File: src/rtl/if_pkg.sv
// Shared widths, default reset PC and redirect state encoding for the fetch queue.
package if_pkg;

    localparam int          IF_TO_ID_BUS_W   = 64;
    localparam int          BR_BUS_W         = 33;
    localparam logic [31:0] RESET_PC_DEFAULT = 32'h1c00_0000;

    typedef enum logic {
        RUN  = 1'b0,
        HOLD = 1'b1
    } redir_state_e;

endpackage

File: src/rtl/if_sync_fifo.sv
// Synchronous FIFO with flush and occupancy count; registered storage, head read from the array.
module if_sync_fifo #(
    parameter int unsigned WIDTH = 32,
    parameter int unsigned DEPTH = 4,
    parameter int          CNT_W = $clog2(DEPTH + 1)
) (
    input  logic             clk,
    input  logic             rst,
    input  logic             flush_i,
    input  logic             push_i,
    input  logic [WIDTH-1:0] wdata_i,
    input  logic             pop_i,
    output logic [WIDTH-1:0] rdata_o,
    output logic             empty_o,
    output logic [CNT_W-1:0] count_o
);

    localparam int PTR_W = (DEPTH > 1) ? $clog2(DEPTH) : 1;

    logic [WIDTH-1:0] mem_q [DEPTH];
    logic [PTR_W-1:0] wr_ptr_q, rd_ptr_q;
    logic [CNT_W-1:0] cnt_q;
    logic             full, do_push, do_pop;

    function automatic logic [PTR_W-1:0] ptr_inc(input logic [PTR_W-1:0] p);
        return (p == PTR_W'(DEPTH - 1)) ? '0 : p + 1'b1;
    endfunction

    assign empty_o = (cnt_q == '0);
    assign full    = (cnt_q == CNT_W'(DEPTH));
    assign count_o = cnt_q;
    assign rdata_o = mem_q[rd_ptr_q];
    assign do_pop  = pop_i & ~empty_o;
    // A full FIFO still takes a write when the head leaves in the same cycle.
    assign do_push = push_i & (~full | do_pop);

    always_ff @(posedge clk or posedge rst) begin
        if (rst) begin
            for (int i = 0; i < int'(DEPTH); i++) mem_q[i] <= '0;
            wr_ptr_q <= '0;
            rd_ptr_q <= '0;
            cnt_q    <= '0;
        end else if (flush_i) begin
            wr_ptr_q <= '0;
            rd_ptr_q <= '0;
            cnt_q    <= '0;
        end else begin
            if (do_push) begin
                mem_q[wr_ptr_q] <= wdata_i;
                wr_ptr_q        <= ptr_inc(wr_ptr_q);
            end
            if (do_pop) rd_ptr_q <= ptr_inc(rd_ptr_q);
            cnt_q <= cnt_q + CNT_W'(do_push) - CNT_W'(do_pop);
        end
    end

endmodule

File: src/rtl/if_fetch_queue.sv
// Instruction fetch stage with PC-tag FIFO, instruction queue and branch redirect/discard.
// Optional IF_FQ_BYPASS_EN: a live response reaching an empty queue is presented to ID combinationally.
module if_fetch_queue
    import if_pkg::*;
#(
    parameter int unsigned FQ_DEPTH = 4,
    parameter int unsigned MAX_OUT  = 2,
    parameter logic [31:0] RESET_PC = RESET_PC_DEFAULT
) (
    input  logic                      clk,
    input  logic                      reset,
    input  logic [BR_BUS_W-1:0]       br_bus,
    input  logic                      id_allow_in,
    output logic                      if_to_id_valid,
    output logic [IF_TO_ID_BUS_W-1:0] if_to_id_bus,
    output logic                      inst_sram_req,
    output logic [31:0]               inst_sram_addr,
    input  logic                      inst_sram_addr_ok,
    input  logic                      inst_sram_data_ok,
    input  logic [31:0]               inst_sram_rdata
);

    localparam int TAG_CW = $clog2(MAX_OUT + 1);
    localparam int Q_CW   = $clog2(FQ_DEPTH + 1);
    localparam int SUM_W  = ((Q_CW > TAG_CW) ? Q_CW : TAG_CW) + 1;

    redir_state_e state_q;
    logic [31:0]  fetch_pc_q, redir_pc_q;
    logic [TAG_CW-1:0] discard_q, discard_d;
    logic         run_q;

    logic              br_taken;
    logic [31:0]       br_target;
    logic              accept, credit_ok;
    logic [TAG_CW-1:0] inflight, inflight_live, inflight_nxt;
    logic [SUM_W-1:0]  occupancy;
    logic [31:0]       tag_head;
    logic              tag_empty, tag_pop;
    logic [Q_CW-1:0]   q_cnt;
    logic              q_empty, q_push, q_pop, rsp_live;
    logic [IF_TO_ID_BUS_W-1:0] rsp_entry, q_head;

    assign br_taken  = br_bus[32];
    assign br_target = br_bus[31:0];

    // Credits: never hold more live instructions than the queue can absorb.
    assign inflight_live = inflight - discard_q;
    assign occupancy     = SUM_W'(q_cnt) + SUM_W'(inflight_live);
    assign credit_ok     = (inflight < TAG_CW'(MAX_OUT)) && (occupancy < SUM_W'(FQ_DEPTH));

    // run_q keeps req low for the reset cycle itself.
    assign inst_sram_req  = run_q & ((state_q == HOLD) | credit_ok);
    assign inst_sram_addr = fetch_pc_q;
    assign accept         = inst_sram_req & inst_sram_addr_ok;

    assign tag_pop      = inst_sram_data_ok & ~tag_empty;
    assign inflight_nxt = inflight + TAG_CW'(accept) - TAG_CW'(tag_pop);

    // A response in a redirect cycle is wrong-path even when nothing is marked yet.
    assign rsp_live  = tag_pop & (discard_q == '0) & ~br_taken;
    assign rsp_entry = {tag_head, inst_sram_rdata};
    assign q_pop     = ~q_empty & id_allow_in;

`ifdef IF_FQ_BYPASS_EN
    logic byp;
    assign byp            = rsp_live & q_empty;
    assign q_push         = rsp_live & ~(byp & id_allow_in);
    assign if_to_id_valid = ~q_empty | byp;
    assign if_to_id_bus   = byp ? rsp_entry : q_head;
`else
    assign q_push         = rsp_live;
    assign if_to_id_valid = ~q_empty;
    assign if_to_id_bus   = q_head;
`endif

    always_comb begin
        discard_d = discard_q;
        if (tag_pop && discard_q != '0) discard_d = discard_q - 1'b1;
        if (state_q == HOLD && accept)  discard_d = discard_d + 1'b1;
        if (state_q == RUN && br_taken) discard_d = inflight_nxt;
    end

    always_ff @(posedge clk or posedge reset) begin
        if (reset) begin
            state_q    <= RUN;
            fetch_pc_q <= RESET_PC;
            redir_pc_q <= RESET_PC;
            discard_q  <= '0;
            run_q      <= 1'b0;
        end else begin
            run_q     <= 1'b1;
            discard_q <= discard_d;
            case (state_q)
                RUN: begin
                    if (br_taken) begin
                        if (inst_sram_req && !inst_sram_addr_ok) begin
                            redir_pc_q <= br_target;
                            state_q    <= HOLD;
                        end else begin
                            fetch_pc_q <= br_target;
                        end
                    end else if (accept) begin
                        fetch_pc_q <= fetch_pc_q + 32'd4;
                    end
                end
                HOLD: begin
                    if (accept) begin
                        fetch_pc_q <= br_taken ? br_target : redir_pc_q;
                        state_q    <= RUN;
                    end else if (br_taken) begin
                        redir_pc_q <= br_target;
                    end
                end
                default: state_q <= RUN;
            endcase
        end
    end

    if_sync_fifo #(
        .WIDTH(32),
        .DEPTH(MAX_OUT),
        .CNT_W(TAG_CW)
    ) u_tag_fifo (
        .clk    (clk),
        .rst    (reset),
        .flush_i(1'b0),
        .push_i (accept),
        .wdata_i(fetch_pc_q),
        .pop_i  (tag_pop),
        .rdata_o(tag_head),
        .empty_o(tag_empty),
        .count_o(inflight)
    );

    if_sync_fifo #(
        .WIDTH(IF_TO_ID_BUS_W),
        .DEPTH(FQ_DEPTH),
        .CNT_W(Q_CW)
    ) u_inst_queue (
        .clk    (clk),
        .rst    (reset),
        .flush_i(br_taken),
        .push_i (q_push),
        .wdata_i(rsp_entry),
        .pop_i  (q_pop),
        .rdata_o(q_head),
        .empty_o(q_empty),
        .count_o(q_cnt)
    );

endmodule

File: config.mk
export PLATFORM = sky130hd
export DESIGN_NAME = if_fetch_queue
export DESIGN_NICKNAME = d
export VERILOG_FILES = /design/src/rtl/if_pkg.sv /design/src/rtl/if_sync_fifo.sv /design/src/rtl/if_fetch_queue.sv
export SDC_FILE = /design/constraint.sdc
export NUM_CORES = 1
export LEC_CHECK = 0
export ABC_CLOCK_PERIOD_IN_PS = 19900
export CORE_ASPECT_RATIO = 0.6
export CORE_MARGIN = 4
export CORE_UTILIZATION = 55
export CTS_BUF_LIST = sky130_fd_sc_hd__clkbuf_8
export DETAILED_ROUTE_END_ITERATION = 6
export HOLD_SLACK_MARGIN = 0.08
export PLACE_DENSITY_LB_ADDON = 0.25
export SKIP_LAST_GASP = 1
export SYNTH_ARGS = -nofsm -noshare
export SYNTH_HDL_FRONTEND = slang
export SYNTH_SLANG_ARGS = --single-unit
File: constraint.sdc
create_clock -name clk -period 19.9 [get_ports clk]
set_input_delay 5.97 -clock clk [delete_from_list [all_inputs] [get_ports clk]]
set_output_delay 5.97 -clock clk [all_outputs]
set_load 0.005 [all_outputs]
* After elaboration in Yosys (flattened, before gate mapping)
Index checks and enable logic that the tools add are counted.
Storage, ports and cells: input port bits 70, register bits after elaboration 399, output and inout bits 98, word-level logic and storage cells 128
Operators by class: reduce and logical (&&, ||, !) cells 17, equality and inequality tests 10, $lt $le $gt $ge 8, bitwise operators 23, mux-type cells 38, $add $sub $neg 15
Operators with widths (count):
- $mux 32 | 12
- $bwmux 256 | 1
- $mux 64 | 3
- $bmux 64 s2 | 1
- $demux 64 s2 | 1
- $pmux 32 s2 | 2
- $bwmux 64 | 1
- $add 32x3->32 const B | 1
- $demux 32 s1 | 1
- $mux 2 | 9
- $and 1x1->1 | 10
- $logic_and 1x1->1 | 7
- $add 2x1->2 const B | 3
- $eq 2x2->1 const B | 3
- $ge 3x3->1 const B | 2
- $ne 3x3->1 const B | 2
- $not 1->1 | 6
- $not 2->3 | 2
- $reduce_and 3->1 | 2
- $reduce_bool 2->1 | 3
- $mux 1 | 5
- $add 2x1->2 | 2
- $add 3x2->4 | 1
- $ge 2x2->1 const B | 2
- 21 further kinds | 29

* Logic depth before layout (Yosys ltp)
Gate-level depths: netlist (run 1).
depth after elaboration 10, gate-level depth with buffers 13, gate-level depth less buffers 10

* Cells and area by module
From an unflattened synthesis (run 1), not the netlist that was laid out.
Unflattened totals: cell total of the unflattened synthesis 1299, area total of the unflattened synthesis 19545.0 µm²
Modules (own cells, without submodules):
- if_sync_fifo at u_inst_queue | sequential area each 6581.3 µm², cells an instance 666, instances 1, area each 12426.9 µm²
- if_fetch_queue | sequential area each 1709.1 µm², cells an instance 438, instances 1, area each 4013.8 µm²
- if_sync_fifo at u_tag_fifo | sequential area each 1701.6 µm², cells an instance 195, instances 1, area each 3104.2 µm²

* Worst setup path before layout (run 1)
Ideal clock, no wire load.
path kind register -> output, start point register u_tag_fifo.cnt_q[0], in the netlist u_tag_fifo.count_o[0], end point output port inst_sram_req, path buffers 1, stages on the path, launching flop included 10, arrival 1.656 ns, slack 12.274 ns, required time 13.930 ns, path through dfrtp_1 > inv_1 > ha_1 > xnor2_1 > xnor2_1 > ha_1 > nand3b_1 > a21oi_2 > buf_6 > nor2b_1
Between the ends: word-level cells in the longest chain between the ends 6, elaborated cells between the ends (all ways) 7, classes of those cells add/sub: 2; order compare: 2; bitwise: 2; reduce/logical: 1
Ends and longest elaborated chain:
- from (decl) | line if_sync_fifo.sv:22 | logic [CNT_W-1:0] cnt_q;
- from (signal assigned) | line if_sync_fifo.sv:53 | cnt_q <= cnt_q + CNT_W'(do_push) - CNT_W'(do_pop);
- $sub 2x2->2 | line if_fetch_queue.sv:47 | assign inflight_live = inflight - discard_q;
- $add 3x2->4 | line if_fetch_queue.sv:48 | assign occupancy = SUM_W'(q_cnt) + SUM_W'(inflight_live);
- $lt 4x3->1 | line if_fetch_queue.sv:49 | assign credit_ok = (inflight < TAG_CW'(MAX_OUT)) && (occupancy < SUM_W'(FQ_DEPTH));
- $logic_and 1x1->1 * | line if_fetch_queue.sv:49
- $or 1x1->1 * | line if_fetch_queue.sv:52 | assign inst_sram_req = run_q & ((state_q == HOLD) | credit_ok);
- $and 1x1->1 * | line if_fetch_queue.sv:52
- to (decl) | line if_fetch_queue.sv:16 | output logic inst_sram_req,
Mark *: on every way between the ends. The rest lies on a longest branch, timed or not.

* Worst setup path in the final report (run 1)
start point register u_inst_queue.rd_ptr_q[0], end point output port if_to_id_bus[53]
Between the ends: word-level cells in the longest chain between the ends 4
Ends and longest elaborated chain:
- from (decl) | line if_sync_fifo.sv:21 | logic [PTR_W-1:0] wr_ptr_q, rd_ptr_q;
- from (signal assigned) | line if_sync_fifo.sv:52 | if (do_pop) rd_ptr_q <= ptr_inc(rd_ptr_q);
- $not 2->3 (implied by the code) | line if_sync_fifo.sv:32 | assign rdata_o = mem_q[rd_ptr_q];
- $bmux 64 s2 | line if_sync_fifo.sv:32
- $mux 64 (implied by the code) (2 in series) | line if_sync_fifo.sv:32
- to (decl) | line if_fetch_queue.sv:15 | output logic [IF_TO_ID_BUS_W-1:0] if_to_id_bus,
No other way between the ends. The select of a mux whose other input is x is not followed.

==> results.json, run 1 <==
{
  "n_antenna_cell": 0,
  "powerDensity_mw_per_mm2": 144,
  "intPower_mw": 2.04,
  "synthCells": 1425,
  "insertion_delay_ns": 0.62,
  "power.net_switching_mw": 1.01,
  "grt_setup_unrepaired": "no",
  "die_h_um": 149,
  "synthArstFlopShare_pct": 100,
  "start_util_pct": 55.8,
  "fin_crit_ns": 9.34,
  "hp-class": "flip-flop to flip-flop",
  "grt_overflow": 0,
  "row_count": 51,
  "critPathArrivalTime_ns": 3.37,
  "period_share_pct": 46.9,
  "cp-end-kind": "output pin",
  "avgSynthCellArea_um2": 12.7,
  "final_common_cell": "dfrtp_1",
  "pwr-share-seq_pct": 43.3,
  "cts_max_level": 2,
  "grt_util_all_layers_pct": 24.0,
  "yosysUniqueCellTypes": 70,
  "synth_edf_count": 0,
  "fillers": 2412,
  "gp_congestion": 0.861,
  "crit_fanout": 42,
  "p_sw_share_pct": 33.2,
  "placed_cells": 1933,
  "finalSetupViolCount": 0,
  "coreArea_mm2": 0.0324,
  "synth_area_mm2": 0.0181,
  "grt_pass1_vias": 12600,
  "ant_nets": 0,
  "clk_pin_slew_ns": 0.07,
  "io_buffers": 167,
  "synth-warning-count": 0,
  "leakagePower_nw": 9.47,
  "drt_iter0_markers": 821,
  "clkPwrFrac_pct": 22.8,
  "finalNonFillerCells": 2037,
  "cts_setup_buffers": 0,
  "via_per_inst": 5.93,
  "cts_num_sinks": 399,
  "seq_area_frac_synth_pct": 55.2,
  "num_io_pins": 168,
  "fin_setup_tns_ns": 0,
  "fin_nets": 1652,
  "outcome": "finished, final reports clean",
  "slew_viol_final": 0,
  "fin_skew_ns": 0.0382,
  "max_stage_delay_ns": 0.78,
  "vias": 12100,
  "crit_family": "buffers and inverters",
  "grt_max_degree": 110,
  "relSlewSlack_pct": 28.4,
  "die_w_um": 242,
  "cts_buffers": 57,
  "final_util_pct": 65.4,
  "cp.buffers_inverters": 2,
  "wl_mm": 42.7,
  "antenna_found_initial": 0,
  "cts_tree": "built",
  "fmax_mhz": 107,
  "pre_cts_slack_ns": 10.96,
  "cp_slowest_cell": "buf_4",
  "path_cells": "buf_4, mux4_2, clkdlybuf4s50_1",
  "clk_path_buf_depth": 3,
  "cap_violations": 0,
  "dp_hpwl_mm": 27.9,
  "combPwrFrac_pct": 33.9,
  "critPathLaunchType": "flip-flop",
  "hold_violations": 0,
  "ctsResizeCount": 0,
  "power_mw": 3.05,
  "worst_pin_slew_ns": 1.07,
  "drive_above_1_share_pct": 18.0,
  "synthFlopType": "dfrtp_1",
  "ir_drop_mv": 0.0996,
  "ys_ff_latch": 399,
  "hold_buffers": 0,
  "drc": 0,
  "mostFrequentLayoutCells": "dfrtp_1 (390), nand2_1 (176), clkdlybuf4s50_1 (166), mux2_1 (129), o21ai_0 (99)",
  "area_delta_synth_final_pct": 17.2,
  "first_pass_iters": 7,
  "clock-root-buffer": "clkbuf_8",
  "critical_path_required_ns": 13.93,
  "syn_nets": 1509,
  "post_drt_wl_per_cell_um": 20.9,
  "setup_slack_ns": 10.56,
  "die_area_mm2": 0.0360,
  "grt_pass1_wl_mm": 69.4,
  "worstSetupPathType": "flip-flop to output pin"
}
## tightest hold or removal path, stage by stage, from the launching register on
cell and delay [ns]:
dfrtp_1 0.34, nand2_1 0.04, o21ai_0 0.06
## through the flow
step / cell area [µm²] / hold WS [ns]
CTS: 21200 / 0.480
finish: 21200 / 0.478
floorplan: 18100 / 0.445
detailed placement: 20000 / 0.466
global route: 21200 / 0.497
global placement: 20000 / 0.457
## state kept, by name, indices dropped and copies added (netlist names), 2 cells and up
name                   cells
discard_q                  2
inst_sram_addr            32
redir_pc_q                32
u_inst_queue.count_o       3
u_inst_queue.mem_q       256
u_inst_queue.rd_ptr_q      2
u_inst_queue.wr_ptr_q      2
u_tag_fifo.count_o         2
u_tag_fifo.mem_q          64
## Yosys cell counts, drive strengths merged (3+ instances only)
master	count	share of area, %
xnor2	11	0.53
o22ai	5	0.17
o21ai	170	4.7
mux4	64	8.0
nor2b	4	0.14
dfrtp	393	54
clkbuf	36	0.77
mux2	223	14
ha	13	0.90
nor2	20	0.41
nor4	6	0.41
nor4b	3	0.18
buf	66	2.1
and3	9	0.31
mux2i	39	2.2
nand2	180	3.8
and2	4	0.14
a22o	3	0.15
o211ai	7	0.29
nand3	17	0.50
a21oi	36	1.0
nor3	10	0.33
a31oi	9	0.31
o2bb2ai	5	0.24
dfstp	6	0.87
or3	4	0.14
o21a	4	0.17
inv	20	0.41
xor2	4	0.19
o31ai	5	0.21
a41oi	4	0.19
nand4	11	0.46
o211a	3	0.17
a22oi	5	0.21
## metal layers
metal	up-vias	wire length, µm	GRT usage (%)
li1	5439	-	-
met1	6255	19300	34.5
met2	314	20100	37.9
met3	65	2530	5.42
met4	0	765	5.91
met5	-	0	0
## layout make-up
class / count / area, µm² / area share, %
flip-flops and latches: 399 / 10000 / 47.2
multi-input cells: 903 / 7540 / 35.6
repair buffers: 186 / 1810 / 8.53
clock buffers: 73 / 1000 / 4.74
well taps: 424 / 531 / 2.50
clock inverters: 31 / 233 / 1.10
inverters: 21 / 86.3 / 0.407
## power groups by stage
stage	sequential [mW]	combinational, mW	clock [mW]
after floorplan	1.22	0.694	0
after global placement	1.32	1.01	0
final	1.32	1.03	0.696
after global routing	1.35	1.13	0.750
after CTS	1.32	1.04	0.710
after detailed placement	1.33	1.04	0
## path summary, 6_finish.rpt
| kind | startpoint | to | slack [ns] | cells past startpoint |
|---|---|---|---|---|
| setup / recovery | u_inst_queue.rd_ptr_q[0]$_DFFE_PP0P_ | if_to_id_bus[53] | 10.56 | 3 |
| hold / removal | u_inst_queue.mem_q[61]$_DFFE_PP0P_ | u_inst_queue.mem_q[61]$_DFFE_PP0P_ | 0.48 | 2 |
| setup reg to reg | u_tag_fifo.count_o[0]$_DFF_PP0_ | u_tag_fifo.mem_q[4]$_DFFE_PP0P_ | 16.77 | 11 |
| hold reg to reg | u_inst_queue.mem_q[61]$_DFFE_PP0P_ | u_inst_queue.mem_q[61]$_DFFE_PP0P_ | 0.48 | 2 |
| max in group asynchronous | reset | redir_pc_q[14]$_DFFE_PP0P_ | 11.72 | 4 |
| min in group asynchronous | reset | u_inst_queue.mem_q[196]$_DFFE_PP0P_ | 5.88 | 2 |
## cells by family after synthesis
family                     synth area share [%]
xor gates and xnor gates                  0.726
muxes                                      24.0
AOI/OAI and AO/OA                          8.59
adders and majority gates                  1.01
and+or+nand+nor                            7.18
other                                    0.0207
DFF                                        55.2
buffers and inverters                      3.28
No activity file was read; power rests on OpenSTA's default activity.
==> inputs of run 2 (changes only) <==
Settings changed: ABC_CLOCK_PERIOD_IN_PS 19900 to 8800.
Clock period 19.9 ns to 8.8 ns, I/O delays scaled along.
==> run 2 against run 1 <==
  * Clock skew fell by 0.016 ns
  * Combinational power up 120%
  * Sequential power grew 130%
  * First-iteration DRC count fell by 7.2%
  * Via count is 0.68% lower
  * Sequential share of layout area up 0.16 points
  * Setup slack worse by 7.7 ns
  * Hold slack lost 0.0013 ns
  * Global-route usage is 0.52 points lower
  * Clock power grew 110%
  * Total power increased by 120%
  * Die area stayed put
==> results.json, run 2 (synthesis results as in run 1) <==
{
  "cap_violations": 0,
  "finalNonFillerCells": 2033,
  "critPathLaunchType": "flip-flop",
  "fin_nets": 1648,
  "insertion_delay_ns": 0.61,
  "mostFrequentLayoutCells": "dfrtp_1 (390), nand2_1 (176), clkdlybuf4s50_1 (166), mux2_1 (129), o21ai_0 (99)",
  "cts_max_level": 2,
  "die_area_mm2": 0.0360,
  "coreArea_mm2": 0.0324,
  "num_io_pins": 168,
  "vias": 12000,
  "clk_pin_slew_ns": 0.06,
  "area_delta_synth_final_pct": 16.7,
  "cts_num_sinks": 399,
  "via_per_inst": 5.90,
  "relSlewSlack_pct": 27.5,
  "gp_congestion": 0.879,
  "max_stage_delay_ns": 0.93,
  "largestRegisters": "u_inst_queue.mem_q (256), u_tag_fifo.mem_q (64)",
  "ir_drop_mv": 0.164,
  "leakagePower_nw": 9.42,
  "worst_pin_slew_ns": 1.09,
  "crit_fanout": 38,
  "critPathArrivalTime_ns": 3.35,
  "grt_pass1_vias": 12300,
  "grt_pass1_wl_mm": 68.0,
  "place_area_mm2": 0.0200,
  "die_h_um": 149,
  "grt_max_degree": 158,
  "cts_setup_buffers": 0,
  "finalSetupViolCount": 0,
  "start_util_pct": 55.8,
  "dp_hpwl_mm": 27.3,
  "critical_path_required_ns": 6.16,
  "path_cells": "buf_4, mux4_2, clkdlybuf4s50_1",
  "largest_reg_flops": 256,
  "first_pass_iters": 5,
  "die_w_um": 242,
  "placed_cells": 1930,
  "grt_setup_unrepaired": "no",
  "n_antenna_cell": 0,
  "outcome": "finished, final reports clean",
  "hp-class": "flip-flop to flip-flop",
  "clock-root-buffer": "clkbuf_8",
  "regMostFlops": "u_inst_queue.mem_q",
  "drive_above_1_share_pct": 18.0,
  "cp_slowest_cell": "dfrtp_4",
  "drt_iter0_markers": 762,
  "cts_tree": "built",
  "ctsResizeCount": 0,
  "io_buffers": 167,
  "post_drt_wl_per_cell_um": 20.5,
  "period_share_pct": 68.1,
  "worstSetupPathType": "flip-flop to output pin",
  "cts_buffers": 56,
  "fillers": 2455,
  "slew_viol_final": 0,
  "clk_path_buf_depth": 3,
  "fmax_mhz": 167,
  "cp-end-kind": "output pin",
  "final_area_mm2": 0.0211,
  "final_common_cell": "dfrtp_1",
  "fin_crit_ns": 5.99,
  "fin_setup_tns_ns": 0,
  "fin_skew_ns": 0.0221,
  "row_count": 51,
  "hold_violations": 0,
  "grt_overflow": 0,
  "grt_util_all_layers_pct": 23.5,
  "wl_mm": 41.7,
  "antenna_found_initial": 0,
  "ant_nets": 0,
  "hold_buffers": 0,
  "drc": 0,
  "powerDensity_mw_per_mm2": 321
}
run 2: cell count changes in the layout (fill, tap and decap cells not counted), sizes merged:
| cell | previous run | this run |
|---|---|---|
| clkinv | 7 | 11 |
| bufinv | 4 | 1 |
| inv | 40 | 37 |
| clkinvlp | 1 | 2 |
| buf | 20 | 17 |
run 2: path summary, 6_finish.rpt:
| path | from | endpoint | slack [ns] | depth (start not counted) |
|---|---|---|---|---|
| worst min-delay path | u_inst_queue.mem_q[110]$_DFFE_PP0P_ | u_inst_queue.mem_q[110]$_DFFE_PP0P_ | 0.48 | 2 |
| min in group asynchronous | reset | u_inst_queue.mem_q[13]$_DFFE_PP0P_ | 2.50 | 2 |
| worst max register to register | u_tag_fifo.count_o[0]$_DFF_PP0_ | inst_sram_addr[11]$_DFFE_PP0P_ | 5.75 | 11 |
| worst min register to register | u_inst_queue.mem_q[110]$_DFFE_PP0P_ | u_inst_queue.mem_q[110]$_DFFE_PP0P_ | 0.48 | 2 |
| worst max-delay path | u_inst_queue.rd_ptr_q[0]$_DFFE_PP0P_ | if_to_id_bus[23] | 2.81 | 3 |
| max in group asynchronous | reset | u_inst_queue.mem_q[242]$_DFFE_PP0P_ | 4.98 | 3 |
run 2: per-layer routing:
| layer | wire length, µm | up-vias | GRT usage, % |
|---|---|---|---|
| met2 | 19100 | 309 | 36.2 |
| met4 | 665 | 0 | 5.19 |
| met1 | 19900 | 6174 | 35.6 |
| li1 | - | 5449 | - |
| met5 | 0 | - | 0 |
| met3 | 2080 | 59 | 4.07 |
run 2: stage by stage:
stage	power (mW)	hold slack [ns]	worst slack, ns	util (%)
after floorplan	4.32	0.445	0.793	-
after global placement	5.26	0.457	3.34	61.6
after detailed placement	5.35	0.465	3.35	61.6
after CTS	6.85	0.479	2.66	65.2
after global routing	7.20	0.500	2.55	65.2
final	6.78	0.477	2.81	65.2
run 2: area by class of cell:
type,instances,area [µm²],share of cell area (%)
clock buffer,73,1000,4.75
sequential,399,10000,47.3
inverter,21,82.6,0.391
timing repair buffer,183,1810,8.57
clock inverter,30,160,0.758
multi-input combinational,903,7540,35.7
tap,424,531,2.51
run 2: worst max-delay path, delay by kind of cell, from the launching register on:
| kind | cells | cell delay (ns) |
|---|---|---|
| buffers and inverters | 2 | 1.15 |
| multiplexers | 1 | 0.59 |
| flip-flops | 1 | 0.93 |
run 2: where the power goes:
part / internal (mW) / switching, mW
sequential: 2.44 / 0.567
clock: 0.774 / 0.700
combinational: 1.30 / 0.999
